==> src/rtl/inst_encoder_if.sv <==
// Field-bundle handshake and instruction-memory write bus for inst_encoder.
// The master drives decoded fields; the slave (encoder) drives the write port and status.
interface inst_encoder_if #(
  parameter int ADDR_W = 8
);
  logic               Clear;
  logic               InValid;
  logic               InReady;
  logic [1:0]         Kind;
  logic [4:0]         Rd;
  logic [4:0]         Rs1;
  logic [4:0]         Rs2;
  logic [3:0]         Funct;
  logic signed [31:0] Imm;
  logic               WrEn;
  logic [ADDR_W-1:0]  WrAddr;
  logic [31:0]        WrData;
  logic               Full;
  logic               Err;
  logic [1:0]         ErrCode;

  modport master (
    output Clear, InValid, Kind, Rd, Rs1, Rs2, Funct, Imm,
    input  InReady, WrEn, WrAddr, WrData, Full, Err, ErrCode
  );

  modport slave (
    input  Clear, InValid, Kind, Rd, Rs1, Rs2, Funct, Imm,
    output InReady, WrEn, WrAddr, WrData, Full, Err, ErrCode
  );
endinterface

==> src/rtl/inst_encoder.sv <==
// Two-stage RV32I encoder (R/lw/sw/beq) that streams words into instruction memory
// at consecutive addresses; out-of-range or misaligned immediates are dropped and flagged.
module inst_encoder #(
  parameter int ADDR_W    = 8,
  parameter int BASE_ADDR = 0
) (
  input  logic          clk,
  input  logic          rst,
  inst_encoder_if.slave bus
);
  localparam logic [ADDR_W-1:0] LP_BASE = ADDR_W'(BASE_ADDR);
  localparam logic [ADDR_W-1:0] LP_LAST = '1;

  // 00 ok, 01 out of range, 10 misaligned; range wins when both fail
  function automatic logic [1:0] imm_check(input logic [1:0] kind,
                                           input logic signed [31:0] imm);
    logic [1:0] code;
    code = 2'b00;
    case (kind)
      2'b01, 2'b10: if (imm < -32'sd2048 || imm > 32'sd2047) code = 2'b01;
      2'b11: begin
        if (imm < -32'sd4096 || imm > 32'sd4094) code = 2'b01;
        else if (imm[0])                          code = 2'b10;
      end
      default: code = 2'b00;
    endcase
    return code;
  endfunction

  function automatic logic [31:0] encode(input logic [1:0] kind, input logic [4:0] rd,
                                         input logic [4:0] rs1, input logic [4:0] rs2,
                                         input logic [3:0] funct, input logic [12:0] imm);
    logic [31:0] w;
    case (kind)
      2'b00:   w = {(funct[3] ? 7'b0100000 : 7'b0000000), rs2, rs1, funct[2:0], rd, 7'b0110011};
      2'b01:   w = {imm[11:0], rs1, 3'b010, rd, 7'b0000011};
      2'b10:   w = {imm[11:5], rs2, rs1, 3'b010, imm[4:0], 7'b0100011};
      default: w = {imm[12], imm[10:5], rs2, rs1, 3'b000, imm[4:1], imm[11], 7'b1100011};
    endcase
    return w;
  endfunction

  logic              r_vld_p1;
  logic [1:0]        r_kind_p1;
  logic [4:0]        r_rd_p1;
  logic [4:0]        r_rs1_p1;
  logic [4:0]        r_rs2_p1;
  logic [3:0]        r_funct_p1;
  logic [12:0]       r_imm_p1;
  logic [ADDR_W-1:0] r_addr_p1;
  logic [ADDR_W-1:0] r_next_addr;
  logic              r_full;
  logic              r_err;
  logic [1:0]        r_err_code;
  logic              r_wr_en_p2;
  logic [ADDR_W-1:0] r_wr_addr_p2;
  logic [31:0]       r_wr_data_p2;

  logic              w_xfer;
  logic [1:0]        w_code;
  logic              w_accept;
  logic              w_reject;

  // Clear blocks capture even when a bundle is offered in the same cycle
  assign w_xfer   = bus.InValid && !r_full && !bus.Clear;
  assign w_code   = imm_check(bus.Kind, bus.Imm);
  assign w_accept = w_xfer && (w_code == 2'b00);
  assign w_reject = w_xfer && (w_code != 2'b00);

  // Stage 1: field and address capture
  always_ff @(posedge clk) begin
    if (w_accept) begin
      r_kind_p1  <= bus.Kind;
      r_rd_p1    <= bus.Rd;
      r_rs1_p1   <= bus.Rs1;
      r_rs2_p1   <= bus.Rs2;
      r_funct_p1 <= bus.Funct;
      r_imm_p1   <= bus.Imm[12:0];
      r_addr_p1  <= r_next_addr;
    end
  end

  always_ff @(posedge clk or posedge rst) begin
    if (rst) begin
      r_vld_p1     <= 1'b0;
      r_next_addr  <= LP_BASE;
      r_full       <= 1'b0;
      r_err        <= 1'b0;
      r_err_code   <= 2'b00;
      r_wr_en_p2   <= 1'b0;
      r_wr_addr_p2 <= '0;
      r_wr_data_p2 <= '0;
    end else if (bus.Clear) begin
      r_vld_p1    <= 1'b0;
      r_next_addr <= LP_BASE;
      r_full      <= 1'b0;
      r_err       <= 1'b0;
      r_err_code  <= 2'b00;
      r_wr_en_p2  <= 1'b0;
    end else begin
      r_vld_p1   <= w_accept;
      // Stage 2: encode and present the write
      r_wr_en_p2 <= r_vld_p1;
      if (r_vld_p1) begin
        r_wr_addr_p2 <= r_addr_p1;
        r_wr_data_p2 <= encode(r_kind_p1, r_rd_p1, r_rs1_p1, r_rs2_p1, r_funct_p1, r_imm_p1);
      end
      // The last address saturates the counter instead of wrapping
      if (w_accept) begin
        if (r_next_addr == LP_LAST) r_full <= 1'b1;
        else                        r_next_addr <= r_next_addr + 1'b1;
      end
      if (w_reject) begin
        r_err      <= 1'b1;
        r_err_code <= w_code;
      end
    end
  end

  assign bus.InReady = !r_full;
  assign bus.WrEn    = r_wr_en_p2;
  assign bus.WrAddr  = r_wr_addr_p2;
  assign bus.WrData  = r_wr_data_p2;
  assign bus.Full    = r_full;
  assign bus.Err     = r_err;
  assign bus.ErrCode = r_err_code;
endmodule

==> src/flat_wrapper.sv <==
// flat-port wrapper written by rule: the top's interface ports become plain ports
module inst_encoder_flat 
#(
  parameter int ADDR_W    = 8,
  parameter int BASE_ADDR = 0
)
  (clk, rst, bus_Clear, bus_InValid, bus_Kind, bus_Rd, bus_Rs1, bus_Rs2, bus_Funct, bus_Imm, bus_InReady, bus_WrEn, bus_WrAddr, bus_WrData, bus_Full, bus_Err, bus_ErrCode);
  inst_encoder_if #(.ADDR_W(ADDR_W)) bus_i ();
  input  logic clk;
  input  logic rst;
  input wire logic [$bits(bus_i.Clear)-1:0] bus_Clear;
  input wire logic [$bits(bus_i.InValid)-1:0] bus_InValid;
  input wire logic [$bits(bus_i.Kind)-1:0] bus_Kind;
  input wire logic [$bits(bus_i.Rd)-1:0] bus_Rd;
  input wire logic [$bits(bus_i.Rs1)-1:0] bus_Rs1;
  input wire logic [$bits(bus_i.Rs2)-1:0] bus_Rs2;
  input wire logic [$bits(bus_i.Funct)-1:0] bus_Funct;
  input wire logic [$bits(bus_i.Imm)-1:0] bus_Imm;
  output wire logic [$bits(bus_i.InReady)-1:0] bus_InReady;
  output wire logic [$bits(bus_i.WrEn)-1:0] bus_WrEn;
  output wire logic [$bits(bus_i.WrAddr)-1:0] bus_WrAddr;
  output wire logic [$bits(bus_i.WrData)-1:0] bus_WrData;
  output wire logic [$bits(bus_i.Full)-1:0] bus_Full;
  output wire logic [$bits(bus_i.Err)-1:0] bus_Err;
  output wire logic [$bits(bus_i.ErrCode)-1:0] bus_ErrCode;
  assign bus_i.Clear = bus_Clear;
  assign bus_i.InValid = bus_InValid;
  assign bus_i.Kind = bus_Kind;
  assign bus_i.Rd = bus_Rd;
  assign bus_i.Rs1 = bus_Rs1;
  assign bus_i.Rs2 = bus_Rs2;
  assign bus_i.Funct = bus_Funct;
  assign bus_i.Imm = bus_Imm;
  assign bus_InReady = bus_i.InReady;
  assign bus_WrEn = bus_i.WrEn;
  assign bus_WrAddr = bus_i.WrAddr;
  assign bus_WrData = bus_i.WrData;
  assign bus_Full = bus_i.Full;
  assign bus_Err = bus_i.Err;
  assign bus_ErrCode = bus_i.ErrCode;
  inst_encoder #(.ADDR_W(ADDR_W), .BASE_ADDR(BASE_ADDR)) u_core (.clk(clk), .rst(rst), .bus(bus_i));
endmodule
==> config.mk <==
export PLATFORM = sky130hd
export DESIGN_NAME = inst_encoder_flat
export DESIGN_NICKNAME = d
export VERILOG_FILES = /design/src/rtl/inst_encoder_if.sv /design/src/rtl/inst_encoder.sv /design/src/flat_wrapper.sv
export SDC_FILE = /design/constraint.sdc
export NUM_CORES = 1
export LEC_CHECK = 0
export BUFFER_PORTS_ARGS = -buffer_cell sky130_fd_sc_hd__buf_4
export CORE_ASPECT_RATIO = 1.2
export CORE_MARGIN = 2
export CORE_UTILIZATION = 30
export CTS_CLUSTER_DIAMETER = 60
export DETAILED_ROUTE_END_ITERATION = 12
export GPL_ROUTABILITY_DRIVEN = 0
export GPL_TIMING_DRIVEN = 1
export SYNTH_ARGS = -nofsm -noshare
export SYNTH_HDL_FRONTEND = slang
export SYNTH_SLANG_ARGS = --single-unit
==> constraint.sdc <==
create_clock -name clk -period 7.9 [get_ports clk]
set_clock_uncertainty 0.05 [all_clocks]
set_input_delay 0.395 -clock clk [delete_from_list [all_inputs] [get_ports clk]]
set_output_delay 0.395 -clock clk [all_outputs]
set_load 0.02 [all_outputs]
Yosys cells after proc, flatten, opt, wreduce, memory -nomap -nowiden
Index checks and enable logic that the tools add are counted.
{"block": "word_totals", "in_bits": 57, "word_cells": 64, "reg_bits": 96, "output_inout_bits": 46}
{"block": "op_classes", "eq_ne": 7, "n_reduce_logical": 18, "bitwise_logic": 1, "mux": 18, "n_addsub": 1, "magnitude_cmp": 4}
{"op": "$pmux W32 S3", "n": 1}
{"op": "$gt A32 B12 Y1 const B", "n": 1}
{"op": "$gt A32 B13 Y1 const B", "n": 1}
{"op": "$lt A32 B12 Y1 const B", "n": 1}
{"op": "$lt A32 B13 Y1 const B", "n": 1}
{"op": "$mux W8", "n": 3}
{"op": "$add A8 B1 Y8 const B", "n": 1}
{"op": "$eq A8 B8 Y1 const B", "n": 1}
{"op": "$mux W1", "n": 8}
{"op": "$mux W2", "n": 4}
{"op": "$reduce_bool A2 Y1", "n": 4}
{"op": "$eq A2 B2 Y1 const B", "n": 3}
{"op": "$mux W6", "n": 1}
{"op": "$reduce_and A2 Y1", "n": 3}
{"op": "$eq A2 B1 Y1 const B", "n": 2}
{"op": "$logic_and A1 B1 Y1", "n": 4}
{"op": "$logic_not A2 Y1", "n": 2}
{"op": "$pmux W2 S2", "n": 1}
{"op": "$logic_not A1 Y1", "n": 2}
{"op": "$logic_or A1 B1 Y1", "n": 2}
{"op": "$ne A2 B2 Y1 const B", "n": 1}
{"op": "$reduce_or A2 Y1", "n": 1}
{"op": "$not A1 Y1", "n": 1}

Depth between registers and ports, before layout
Gate-level depths: netlist of the first run.
{"block": "logic_depth", "depth_word": 8, "depth_mapped": 8, "ltp_nobuf": 7}

Least setup slack after synthesis of the first run
OpenSTA, ideal clock, no wires.
{"block": "synth_timing", "kind": "in2reg", "startpoint": "input bus_Imm[26]", "endpoint": "register u_core.r_next_addr[3]", "t_required_ns": 7.594, "arrival_ns": 3.486, "path_buffers": 1, "setup_ns": 0.256, "stages": 7, "path_slack_ns": 4.108, "path_cell_list": "nor4_1 -> and4_1 -> nand3_2 -> a22o_1 -> buf_6 -> nor2_1 -> a311oi_2"}
{"block": "synth_via", "elab_chain_len": 8, "word_cells_on_any_way": 13, "cone_classes": "order compare: 4; mux: 3; reduce/logical: 6"}
{"item": "from (decl)", "line_no": "flat_wrapper.sv:18", "rtl": "input wire logic [$bits(bus_i.Imm)-1:0] bus_Imm;"}
{"item": "$lt A32 B13 Y1, or another cell as far along", "line_no": "inst_encoder.sv:22", "rtl": "if (imm < -32'sd4096 || imm > 32'sd4094) code = 2'b01;"}
{"item": "$logic_or A1 B1 Y1 (on tied branches)", "line_no": "inst_encoder.sv:22, inst_encoder.sv:20"}
{"item": "$mux W2 or $mux W1 (tied branches)", "line_no": "inst_encoder.sv:22, inst_encoder.sv:20"}
{"item": "$pmux W2 S2 *", "line_no": "inst_encoder.sv:19", "rtl": "case (kind)"}
{"item": "$logic_not A2 Y1 *", "line_no": "inst_encoder.sv:67", "rtl": "assign w_accept = w_xfer && (w_code == 2'b00);"}
{"item": "$logic_and A1 B1 Y1 *", "line_no": "inst_encoder.sv:67"}
{"item": "named net u_core.w_accept", "line_no": "inst_encoder.sv:61", "rtl": "logic w_accept;"}
{"item": "$reduce_bool A2 Y1 (no line) *"}
{"item": "$reduce_and A2 Y1 (no line) *"}
{"item": "to (signal assigned)", "line_no": "inst_encoder.sv:111", "rtl": "else r_next_addr <= r_next_addr + 1'b1;"}
{"item": "to (decl)", "line_no": "inst_encoder.sv:51", "rtl": "logic [ADDR_W-1:0] r_next_addr;"}
Mark *: on every way through the listed nets, which the timed path passes. The rest lies on a longest branch.
A chain may end at the register's enable or synchronous reset.

Final worst setup path of the first run
{"block": "layout_timing", "startpoint": "input bus_Imm[20]", "endpoint": "register u_core.r_funct_p1[0] (enable)"}
{"block": "layout_via", "elab_chain_len": 6, "word_cells_on_any_way": 11, "cone_classes": "order compare: 4; mux: 3; reduce/logical: 4"}
{"item": "$lt A32 B13 Y1, or another cell as far along", "line_no": "inst_encoder.sv:22"}
{"item": "$logic_or A1 B1 Y1 (on tied branches)", "line_no": "inst_encoder.sv:22, inst_encoder.sv:20"}
{"item": "$mux W2 or $mux W1 (tied branches)", "line_no": "inst_encoder.sv:22, inst_encoder.sv:20"}
{"item": "$pmux W2 S2 *", "line_no": "inst_encoder.sv:19"}
{"item": "$logic_not A2 Y1 *", "line_no": "inst_encoder.sv:67"}
{"item": "$logic_and A1 B1 Y1 *", "line_no": "inst_encoder.sv:67"}
{"item": "named net u_core.w_accept", "line_no": "inst_encoder.sv:61"}
{"item": "to (signal assigned)", "line_no": "inst_encoder.sv:77", "rtl": "r_funct_p1 <= bus.Funct;"}
{"item": "to (decl)", "line_no": "inst_encoder.sv:48", "rtl": "logic [3:0] r_funct_p1;"}
Marks and branches as above.

==> summary.md, run 1 <==
| Metric | Value |
|---|---|
| CP top delay family | simple AND/OR/NAND/NOR gates |
| Largest family of logic cells by synthesized area | simple AND/OR/NAND/NOR gates |
| Critical path class | input port to flip-flop |
| Final Worst Setup Slack | 5.66 ns |
| Relative slew slack | 27.3% |
| GR met1 Demand/Resource | 16.7% |
| Remaining DRCs | 0 |
| Drt total wl | 8.43 mm |
| Fmax | 0.447 GHz |
| Most frequent cells after synthesis | nand2_1, dfrtp_1, edfxtp_1 |
| RSZ-0062 raised after global routing | no |
| Netlist cell types | 45 |
| Sequential share of the synthesized area | 66.4% |
| Layout fillers | 1220 |
| Hold Path Class | input port to flip-flop |
| Vias per cell | 4.74 |
| CP Cell Sequence | buf_4, nor4_1, and4_1, nand3_2, a22o_1, nor2_4, buf_4 |
| First-pass GRT wire length | 14.0 mm |
| Synth Area in Adders | 2.95% |
| Congestion Overflow GR | 0 |
| Clk sink count | 93 |
| Resized cells post-CTS | 0 |
| TritonRoute pass-1 iters | 4 |
| Power Dens Cells | 250 mW/mm² |
| Final hold slack | 0.186 ns |
| Number of CTS-inserted buffers | 9 |
| Post-route cell area | 0.00503 mm² |
| CTS tree | built |
| Crit. End Element | flip-flop |
| Synthesis Warnings | 0 |
| Net Sw Frac | 25.7% |
| H-tree depth | 3 |
| Chip height | 128 µm |
| Req. time, crit path | 7.82 ns |
| Crit-path max cell delay | 0.49 ns |
| Initial core utilization | 30.4% |
| Clock share of power | 35.0% |
| Diode count | 0 |
| Compound-gate portion of the synthesized area | 10.4% |
| XOR/XNOR Fraction of Synth Area | 0% |
| WL per Instance | 14.4 µm |
| Dpl hpwl | 6.16 mm |
| Psw | 0.000323 W |
| Run status | completed |
| Nets | 485 |
| Max FO, Critical Path | 45 |
| Leakage power | 2.20 nW |
| Post-Syn Area | 0.00382 mm² |
| Setup_tns | 0 ns |
| Synthesized instance count | 320 |
| Maximum buffer depth of the clock tree | 2 |
| Clock latency on the worst-skew pair | 0.34 ns |
| DP Cell Count | 572 |
| Fin. max-slew vios | 0 |
| Slowest stage cell, crit path | buf_4 |
| Vias in the first global route | 2797 |
| Rows | 45 |
| Die Area | 0.0137 mm² |
| Hold Crit Depth | 1 |
| P_int | 0.000933 W |
| Layout Cells excl Fill | 587 |
| Hold Path Sink | u_core.r_rs2_p1[3]$_DFFE_PP_ |
| Period utilisation layout | 28.3% |
| Gr usage total | 13.1% |
| Synth Area in Simple Gates | 16.4% |
| Area growth syn-to-layout | 31.7% |
| Vias | 2783 |
| Post-CTS setup buffer count | 0 |
| Core area | 0.0126 mm² |
| Post-layout minimum cycle time | 2.24 ns |
| Met2 usage | 21.2% |
| I/O pin cnt | 103 |
| Initial antenna violation count | 0 |
| Comb pwr share | 18.0% |
| Ys flop type | dfrtp_1 |
| Share of layout cells above drive strength 1 | 30.0% |
| Seq pwr share | 47.1% |
| Hold Vio Cnt, Final | 0 |
| Critical path data arrival time | 2.16 ns |
| Post-synthesis mux area share | 0.557% |
| Count of final setup violators | 0 |
| Syn avg cell area | 11.9 µm² |
| Share of the synthesized area in the top cell type | 33.4% |
| Die width | 107 µm |
| Max Cap Viol | 0 |
| Met3 GRT Util | 2.65% |
| Post-synth top area cell | dfrtp_1 |
| Worst-case reg-to-reg path depth | 5 |
| Synth Register Bits | 93 |
| Placed inst area | 0.00473 mm² |
| Most common cell on crit path | buf_4 |
| R2r setup slk | 5.97 ns |
| Count leader, synth | nand2_1 |
| Most crowded layer after global routing | met2 |
| Port bufs | 100 |
| EDFF count, synth | 42 |
| DRT antenna net count | 0 |
| Startpoint Class | input port |
| Cell count along the critical path | 7 |
| Reg2Reg Launch Point | u_core.r_kind_p1[0]$_DFFE_PP_ |
| Worst path buffer plus inverter count | 2 |
| Setup WS pre-CTS | 5.29 ns |
| Main area contributors after synthesis | dfrtp_1, edfxtp_1, nand2_1 |
| HP Start | bus_Rs2[3] |
| Worst Tran Pin Value | 1.09 ns |
| DR iter-0 viols | 77 |
| Root Driver | clkbuf_16 |
| Largest net degree at the start of global routing | 52 |
| Hold-fix buffers at CTS | 0 |
| Max rail drop VDD | 0.000105 V |
| Crit Reg-Reg Endpoint | u_core.bus.WrData[30]$_DFFE_PP0P_ |
| Post-synth ARST share | 54.8% |
| Clock slew at reported path FFs | 0.06 ns |
[state kept, by name, summed over array words and instances (netlist names)]
signal	cells
u_core.r_rs1_p1	5
u_core.r_vld_p1	1
u_core.bus.WrData	29
u_core.bus.Full	1
u_core.bus.Err	1
u_core.r_imm_p1	13
u_core.r_kind_p1	2
u_core.r_rd_p1	5
u_core.r_funct_p1	4
u_core.r_addr_p1	8
u_core.bus.ErrCode	2
u_core.r_rs2_p1	5
u_core.bus.WrAddr	8
u_core.r_next_addr	8
u_core.bus.WrEn	1
[power groups by stage]
stage,combinational (W),sequential (W),clock [W]
after floorplan,0.0000649,0.000648,0
after global placement,0.000226,0.000600,0
after detailed placement,0.000229,0.000602,0
after CTS,0.000230,0.000592,0.000451
after global routing,0.000248,0.000598,0.000473
final,0.000226,0.000591,0.000439
[worst max-delay path by stage]
stage / slack [ns] / start / end
after floorplan: 4.11 / bus_Imm[26] / u_core.r_next_addr[3]$_DFFE_PP0P_
after global placement: 5.30 / bus_Imm[25] / u_core.r_rs2_p1[0]$_DFFE_PP_
after detailed placement: 5.29 / bus_Imm[25] / u_core.r_imm_p1[3]$_DFFE_PP_
after CTS: 5.65 / bus_Imm[20] / u_core.r_imm_p1[2]$_DFFE_PP_
after global routing: 5.43 / bus_Imm[17] / u_core.r_next_addr[6]$_DFFE_PP0P_
final: 5.66 / bus_Imm[20] / u_core.r_funct_p1[0]$_DFFE_PP_
[cell type report]
| cell class | count | area (µm²) | share of cell area, % |
|---|---|---|---|
| clock buffers | 10 | 229 | 4.55 |
| clock inverters | 5 | 76.3 | 1.52 |
| inverters | 12 | 45.0 | 0.895 |
| multi-input cells | 201 | 1170 | 23.3 |
| flip-flops and latches | 93 | 2540 | 50.4 |
| well taps | 164 | 205 | 4.08 |
| repair buffers | 102 | 766 | 15.2 |
[routing by layer]
metal	up-vias	share of wire (%)	wire length (µm)
met3	15	5.3	448
li1	1354	-	-
met5	-	0	0
met4	0	2.2	182
met2	83	50	4220
met1	1331	42	3580
[worst register-to-register path: stages (launching register included)]
cell      delay [ns]
edfxtp_1        0.44
ha_1            0.38
or2_2           0.40
nor2_1          0.10
nor2_1          0.11
a221o_1         0.33
[placed cells by master (no fill, tap or decap), types with 3 or more instances in the layout]
master,n
a22oi_1,11
or3_1,3
inv_1,10
nand3_1,10
ha_1,9
dfrtp_1,51
a22o_1,8
edfxtp_1,42
clkbuf_16,9
o21ai_0,11
nand2_1,69
nor2_1,16
buf_4,102
nand4_1,10
or2_2,3
nor2b_1,4
a21oi_1,10
a311oi_1,3
nor4_1,5
nor3_1,3
[stage by stage]
stage | power (W) | util, %
2_1_floorplan | 0.000713 | -
3_3_place_gp | 0.000826 | 37.6
3_5_place_dp | 0.000831 | 37.6
4_1_cts | 0.00127 | 40.1
5_1_grt | 0.00132 | 40.1
6_report | 0.00126 | 40.1
[cell families after synthesis]
family | after synthesis
simple gates | 132
flops | 93
compound gates | 56
buf+inv | 27
fa+ha+maj | 9
mux | 2
other cells | 1
Power figures use the tool's default switching activity.
==> run 2: changes to the inputs <==
- ABC_AREA: unset -> 1
- clock period: 7.9 -> 2.1 ns (I/O delays scaled with it)
==> run 2 against run 1 <==
  * Final cell count rose by 23%
  * Combinational power rose to 4.4 times the previous value
  * Sequential share of layout area fell by 6.0 points
  * Routed wire length increased by 12%
  * Area after synthesis up 4.2%
  * Via count up 16%
  * Cell area increased by 14%
  * Non-clock buffer count grew 44
  * Clock power grew to 3.7 times the previous value
  * Setup slack worse by 5.5 ns
  * Total power increased to 3.9 times the previous value
  * Utilization rose by 3.7 points
==> summary.md, run 2 <==
| Metric | Value |
|---|---|
| Hold Vio Cnt, Final | 0 |
| RSZ-0062 raised after global routing | no |
| I/O pin cnt | 103 |
| Max rail drop VDD | 0.000468 V |
| Die width | 109 µm |
| Commonest cells after routing, fill and taps aside | nand2_1, buf_4, dfrtp_1, nor2_1, edfxtp_1 |
| Remaining DRCs | 0 |
| Initial core utilization | 30.5% |
| Syn avg cell area | 9.90 µm² |
| Vias | 3229 |
| Initial antenna violation count | 0 |
| Crit-path max cell delay | 0.54 ns |
| First-pass GRT wire length | 14.9 mm |
| Clock latency on the worst-skew pair | 0.34 ns |
| Gr usage total | 13.6% |
| Port bufs | 100 |
| Setup WS pre-CTS | 0.246 ns |
| Setup_tns | 0 ns |
| WL per Instance | 13.1 µm |
| Synth Area in Adders | 2.83% |
| Clock slew at reported path FFs | 0.06 ns |
| Leakage power | 2.64 nW |
| DR iter-0 viols | 141 |
| Diode count | 0 |
| Root Driver | clkbuf_16 |
| Relative slew slack | 55.6% |
| Number of CTS-inserted buffers | 9 |
| Count leader, synth | nand2_1 |
| XOR/XNOR Fraction of Synth Area | 1.32% |
| Post-layout minimum cycle time | 1.96 ns |
| Compound-gate portion of the synthesized area | 3.58% |
| Vias in the first global route | 3118 |
| Fin. max-slew vios | 0 |
| Drt total wl | 9.47 mm |
| Run status | completed |
| Slowest stage cell, crit path | dlygate4sd3_1 |
| Period utilisation layout | 93.5% |
| Dpl hpwl | 6.63 mm |
| Post-synth top area cell | dfrtp_1 |
| TritonRoute pass-1 iters | 4 |
| Nets | 616 |
| Req. time, crit path | 2.11 ns |
| Final Worst Setup Slack | 0.137 ns |
| Die Area | 0.0142 mm² |
| Largest family of logic cells by synthesized area | simple AND/OR/NAND/NOR gates |
| H-tree depth | 3 |
| Max FFs per register | 29 |
| Critical path data arrival time | 1.97 ns |
| Post-synth ARST share | 54.8% |
| Total power | 0.00485 W |
| EDFF count, synth | 42 |
| Fmax | 0.510 GHz |
| Core area | 0.0131 mm² |
| Chip height | 130 µm |
| Maximum buffer depth of the clock tree | 2 |
| Critical path class | input port to flip-flop |
| Most frequent cells after synthesis | nand2_1, dfrtp_1, nor2_1 |
| Crit. End Element | flip-flop |
| Hold Path Class | input port to flip-flop |
| Layout fillers | 1254 |
| Max FO, Critical Path | 10 |
| Share of layout cells above drive strength 1 | 25.8% |
| CP Cell Sequence | dlygate4sd3_1, buf_4, inv_2, nand3_1, inv_1, nand2_1, nor2_4, clkbuf_16 |
| Count of final setup violators | 0 |
| Vias per cell | 4.47 |
| Main area contributors after synthesis | dfrtp_1, edfxtp_1, nand2_1 |
| Most common cell after layout, fill and taps aside | nand2_1 |
| Ys flop type | dfrtp_1 |
| Post-Syn Area | 0.00398 mm² |
| Area growth syn-to-layout | 43.6% |
| R2r setup slk | 0.34 ns |
| DRT antenna net count | 0 |
| Synthesized instance count | 402 |
| Clk sink count | 93 |
| Rows | 46 |
| Max Cap Viol | 0 |
| CTS tree | built |
| Synth Area in Simple Gates | 24.7% |
| Worst Tran Pin Value | 0.666 ns |
| Share of the synthesized area in the top cell type | 32.1% |
| Congestion Overflow GR | 0 |
| Sequential share of the synthesized area | 63.7% |
| Startpoint Class | input port |
| Netlist cell types | 32 |
| Power Dens Cells | 848 mW/mm² |
| Post-synthesis mux area share | 0% |
| Synthesis Warnings | 0 |
| Largest net degree at the start of global routing | 52 |
| Synth Register Bits | 93 |
==> run 2: through the flow <==
stage	area, µm²	instances	util [%]	hold WS, ns
floorplan	3990	403	-	0.154
global route	5720	723	43.7	0.253
finish	5720	723	43.7	0.180
CTS	5610	718	42.9	0.184
detailed placement	4950	666	37.9	0.235
global placement	4950	666	37.9	0.235
==> run 2: repair_timing <==
item	4_1_cts	5_1_grt
setup endpoints to repair	0	45
buffers inserted	0	1
hold buffers	36	0
gates resized for setup	0	8
hold endpoints to repair	86	0
==> run 2: cell families after synthesis <==
family | after synthesis
AO/OA/AOI/OAI | 24
XOR/XNOR | 6
adder cells (fa/ha/maj) | 9
buffers and inverters | 36
flip-flops | 93
other | 1
AND/OR/NAND/NOR | 233
==> run 2: power by group <==
part / switching (W) / internal (W) / leakage (nW)
combinational: 0.000535 / 0.000458 / 1.47
sequential: 0.000123 / 0.00212 / 1.03
clock: 0.000638 / 0.000974 / 0.144
==> run 2: worst paths after layout <==
| kind | depth (start not counted) | to | start |
|---|---|---|---|
| max in group asynchronous | 4 | u_core.bus.WrData[11]$_DFFE_PP0P_ | rst |
| worst max-delay path | 8 | u_core.r_rd_p1[2]$_DFFE_PP_ | bus_Clear |
| min in group asynchronous | 4 | u_core.bus.WrData[19]$_DFFE_PP0P_ | rst |
| worst min-delay path | 5 | u_core.bus.ErrCode[1]$_DFFE_PP0P_ | bus_InValid |
| worst min register to register | 2 | u_core.bus.WrAddr[6]$_DFFE_PP0P_ | u_core.r_addr_p1[6]$_DFFE_PP_ |
| worst max register to register | 6 | u_core.r_rd_p1[2]$_DFFE_PP_ | u_core.bus.Full$_DFFE_PP0P_ |
==> run 2: cell type report <==
cell class | count | area (µm²) | area share [%]
well taps | 168 | 210 | 3.68
clock buffers | 11 | 253 | 4.42
flip-flops and latches | 93 | 2540 | 44.4
multi-input cells | 274 | 1320 | 23.1
inverters | 26 | 97.6 | 1.71
repair buffers | 146 | 1250 | 21.8
clock inverters | 5 | 48.8 | 0.854
==> run 2: worst max-delay path, delay by kind of cell <==
kind | cells | cell delay [ns]
buf+inv | 5 | 1.24
simple gates | 3 | 0.61
==> run 2: per-layer routing <==
layer  up-vias  share of wire [%]  global-route usage, %
met4         0                2.4                   6.11
met2        78                 48                   22.5
met1      1514                 44                   17.0
met3        15                5.1                   3.20
li1       1622                  -                      -
met5         -                  0                      0
==> run 3: changes to the inputs <==
- BUFFER_PORTS_ARGS: -buffer_cell sky130_fd_sc_hd__buf_4 -> unset
- CTS_BUF_LIST: unset -> sky130_fd_sc_hd__clkbuf_2
- DONT_BUFFER_PORTS: unset -> 1
==> run 3 against run 2 <==
  * Routed wire length down 5.4%
  * Global-route usage down 0.21 points
  * Sequential share of layout area up 9.3 points
  * Non-clock buffer count down 101
  * Utilization down 7.6 points
  * Via count down 10%
  * Cell area down 17%
  * Maximum frequency up 3.2%
  * Register-to-register slack worse by 0.14 ns
  * Largest cell class unchanged
  * Setup slack better by 0.061 ns
  * Final cell count down 14%
==> summary.md, run 3 (synthesized netlist as in run 2, its figures left out) <==
| Metric | Value |
|---|---|
| Commonest cells after routing, fill and taps aside | nand2_1, dfrtp_1, nor2_1, edfxtp_1, dlygate4sd3_1 |
| Worst-case reg-to-reg path depth | 6 |
| Port bufs | 0 |
| Vias in the first global route | 2919 |
| Die width | 109 µm |
| Critical path class | flip-flop to flip-flop |
| Leakage power | 2.06 nW |
| CTS tree | built |
| CP Cell Sequence | inv_2, nand3_1, a21oi_1, nand2_2, dlygate4sd3_1, o22ai_1 |
| Critical path data arrival time | 2.33 ns |
| I/O pin cnt | 103 |
| Worst Tran Pin Value | 0.676 ns |
| Share of layout cells above drive strength 1 | 7.05% |
| Clk sink count | 93 |
| Period utilisation layout | 90.6% |
| Chip height | 130 µm |
| Slowest stage cell, crit path | dlygate4sd3_1 |
| Clock slew at reported path FFs | 0.23 ns |
| Congestion Overflow GR | 0 |
| Most common cell after layout, fill and taps aside | nand2_1 |
| Resized cells post-CTS | 0 |
| Gr usage total | 13.4% |
| Fin. max-slew vios | 0 |
| Rows | 46 |
| H-tree depth | 3 |
| Hold Vio Cnt, Final | 0 |
| First-pass GRT wire length | 14.5 mm |
| Count of final setup violators | 0 |
| Dpl hpwl | 6.22 mm |
| Vias per cell | 4.66 |
| Core area | 0.0131 mm² |
| Die Area | 0.0142 mm² |
| Power Dens Cells | 809 mW/mm² |
| Max FFs per register | 29 |
| DRT antenna net count | 0 |
| Hold Crit Depth | 8 |
| RSZ-0062 raised after global routing | no |
| Max rail drop VDD | 0.000255 V |
| Startpoint Class | flip-flop |
| Root Driver | clkbuf_2 |
| WL per Instance | 14.4 µm |
| Initial antenna violation count | 1 |
| Fmax | 0.526 GHz |
| Vias | 2904 |
| Placed inst area | 0.00420 mm² |
| Hold Path Class | input port to flip-flop |
| Drt total wl | 8.96 mm |
| Final Util | 36.2% |
| Number of CTS-inserted buffers | 9 |
| Req. time, crit path | 2.53 ns |
| DR iter-0 viols | 188 |
| Run status | completed |
| Setup_tns | 0 ns |
| Crit. End Element | flip-flop |
| Post-route cell area | 0.00473 mm² |
| Area growth syn-to-layout | 18.8% |
| Maximum buffer depth of the clock tree | 2 |
| Max FO, Critical Path | 3 |
| Crit-path max cell delay | 0.56 ns |
| TritonRoute pass-1 iters | 4 |
| Layout fillers | 1287 |
| Nets | 515 |
| Remaining DRCs | 0 |
| Max Cap Viol | 0 |
| Post-layout minimum cycle time | 1.90 ns |
| Initial core utilization | 30.5% |
| Relative slew slack | 54.9% |
| Total power | 0.00382 W |
| Largest net degree at the start of global routing | 52 |
| Clock latency on the worst-skew pair | 0.54 ns |
## run 3: what timing repair did
action	CTS	global route
hold buffers	40	0
setup buffers	0	0
endpoints found under the hold margin	101	0
## run 3: final timing paths
kind	startpoint	to	slack (ns)
setup / recovery	u_core.bus.Full$_DFFE_PP0P_	u_core.bus.Full$_DFFE_PP0P_	0.20
hold / removal	bus_Imm[31]	u_core.bus.ErrCode[1]$_DFFE_PP0P_	0.06
setup reg to reg	u_core.bus.Full$_DFFE_PP0P_	u_core.bus.Full$_DFFE_PP0P_	0.20
hold reg to reg	u_core.r_addr_p1[0]$_DFFE_PP_	u_core.bus.WrAddr[0]$_DFFE_PP0P_	0.41
max in group asynchronous	rst	u_core.bus.WrData[8]$_DFFE_PP0P_	1.42
min in group asynchronous	rst	u_core.bus.WrData[16]$_DFFE_PP0P_	0.12
## run 3: worst max-delay path: cells and delay by family (launching register included)
kind,cells,cell delay [ns]
buffers and inverters,2,0.73
DFF,1,0.52
and+or+nand+nor,2,0.25
AOI/OAI and AO/OA,2,0.29
## run 3: where the power goes
group	total [W]	internal, W	switching, W
Combinational	0.000390	0.000173	0.000217
Clock	0.000958	0.000388	0.000571
Sequential	0.00248	0.00211	0.000365
Total	0.00382	0.00267	0.00115
## run 3: final cells by class
| type | instances | area, µm² | share of cell area [%] |
|---|---|---|---|
| antenna | 1 | 2.50 | 0.0529 |
| clock buffer | 10 | 50.0 | 1.06 |
| clock inverter | 6 | 77.6 | 1.64 |
| inverter | 26 | 97.6 | 2.06 |
| multi-input combinational | 274 | 1300 | 27.5 |
| sequential | 93 | 2540 | 53.7 |
| tap | 168 | 210 | 4.45 |
| timing repair buffer | 45 | 450 | 9.53 |
## run 3: layer usage
layer / track usage, % / vias up / part of all wire (%)
li1: - / 1412 / -
met1: 16.5 / 1360 / 43
met2: 20.9 / 114 / 45
met3: 4.85 / 18 / 9.0
met4: 6.49 / 0 / 2.6
met5: 0 / - / 0
## run 3: per-stage QoR
stage	setup slack (ns)	cells	hold slack (ns)
after floorplan	0.0525	403	0.154
after global placement	0.363	566	0.154
after detailed placement	0.317	566	0.154
after CTS	0.183	622	0.00776
after global routing	0.0482	623	0.0373
final	0.198	623	0.0635
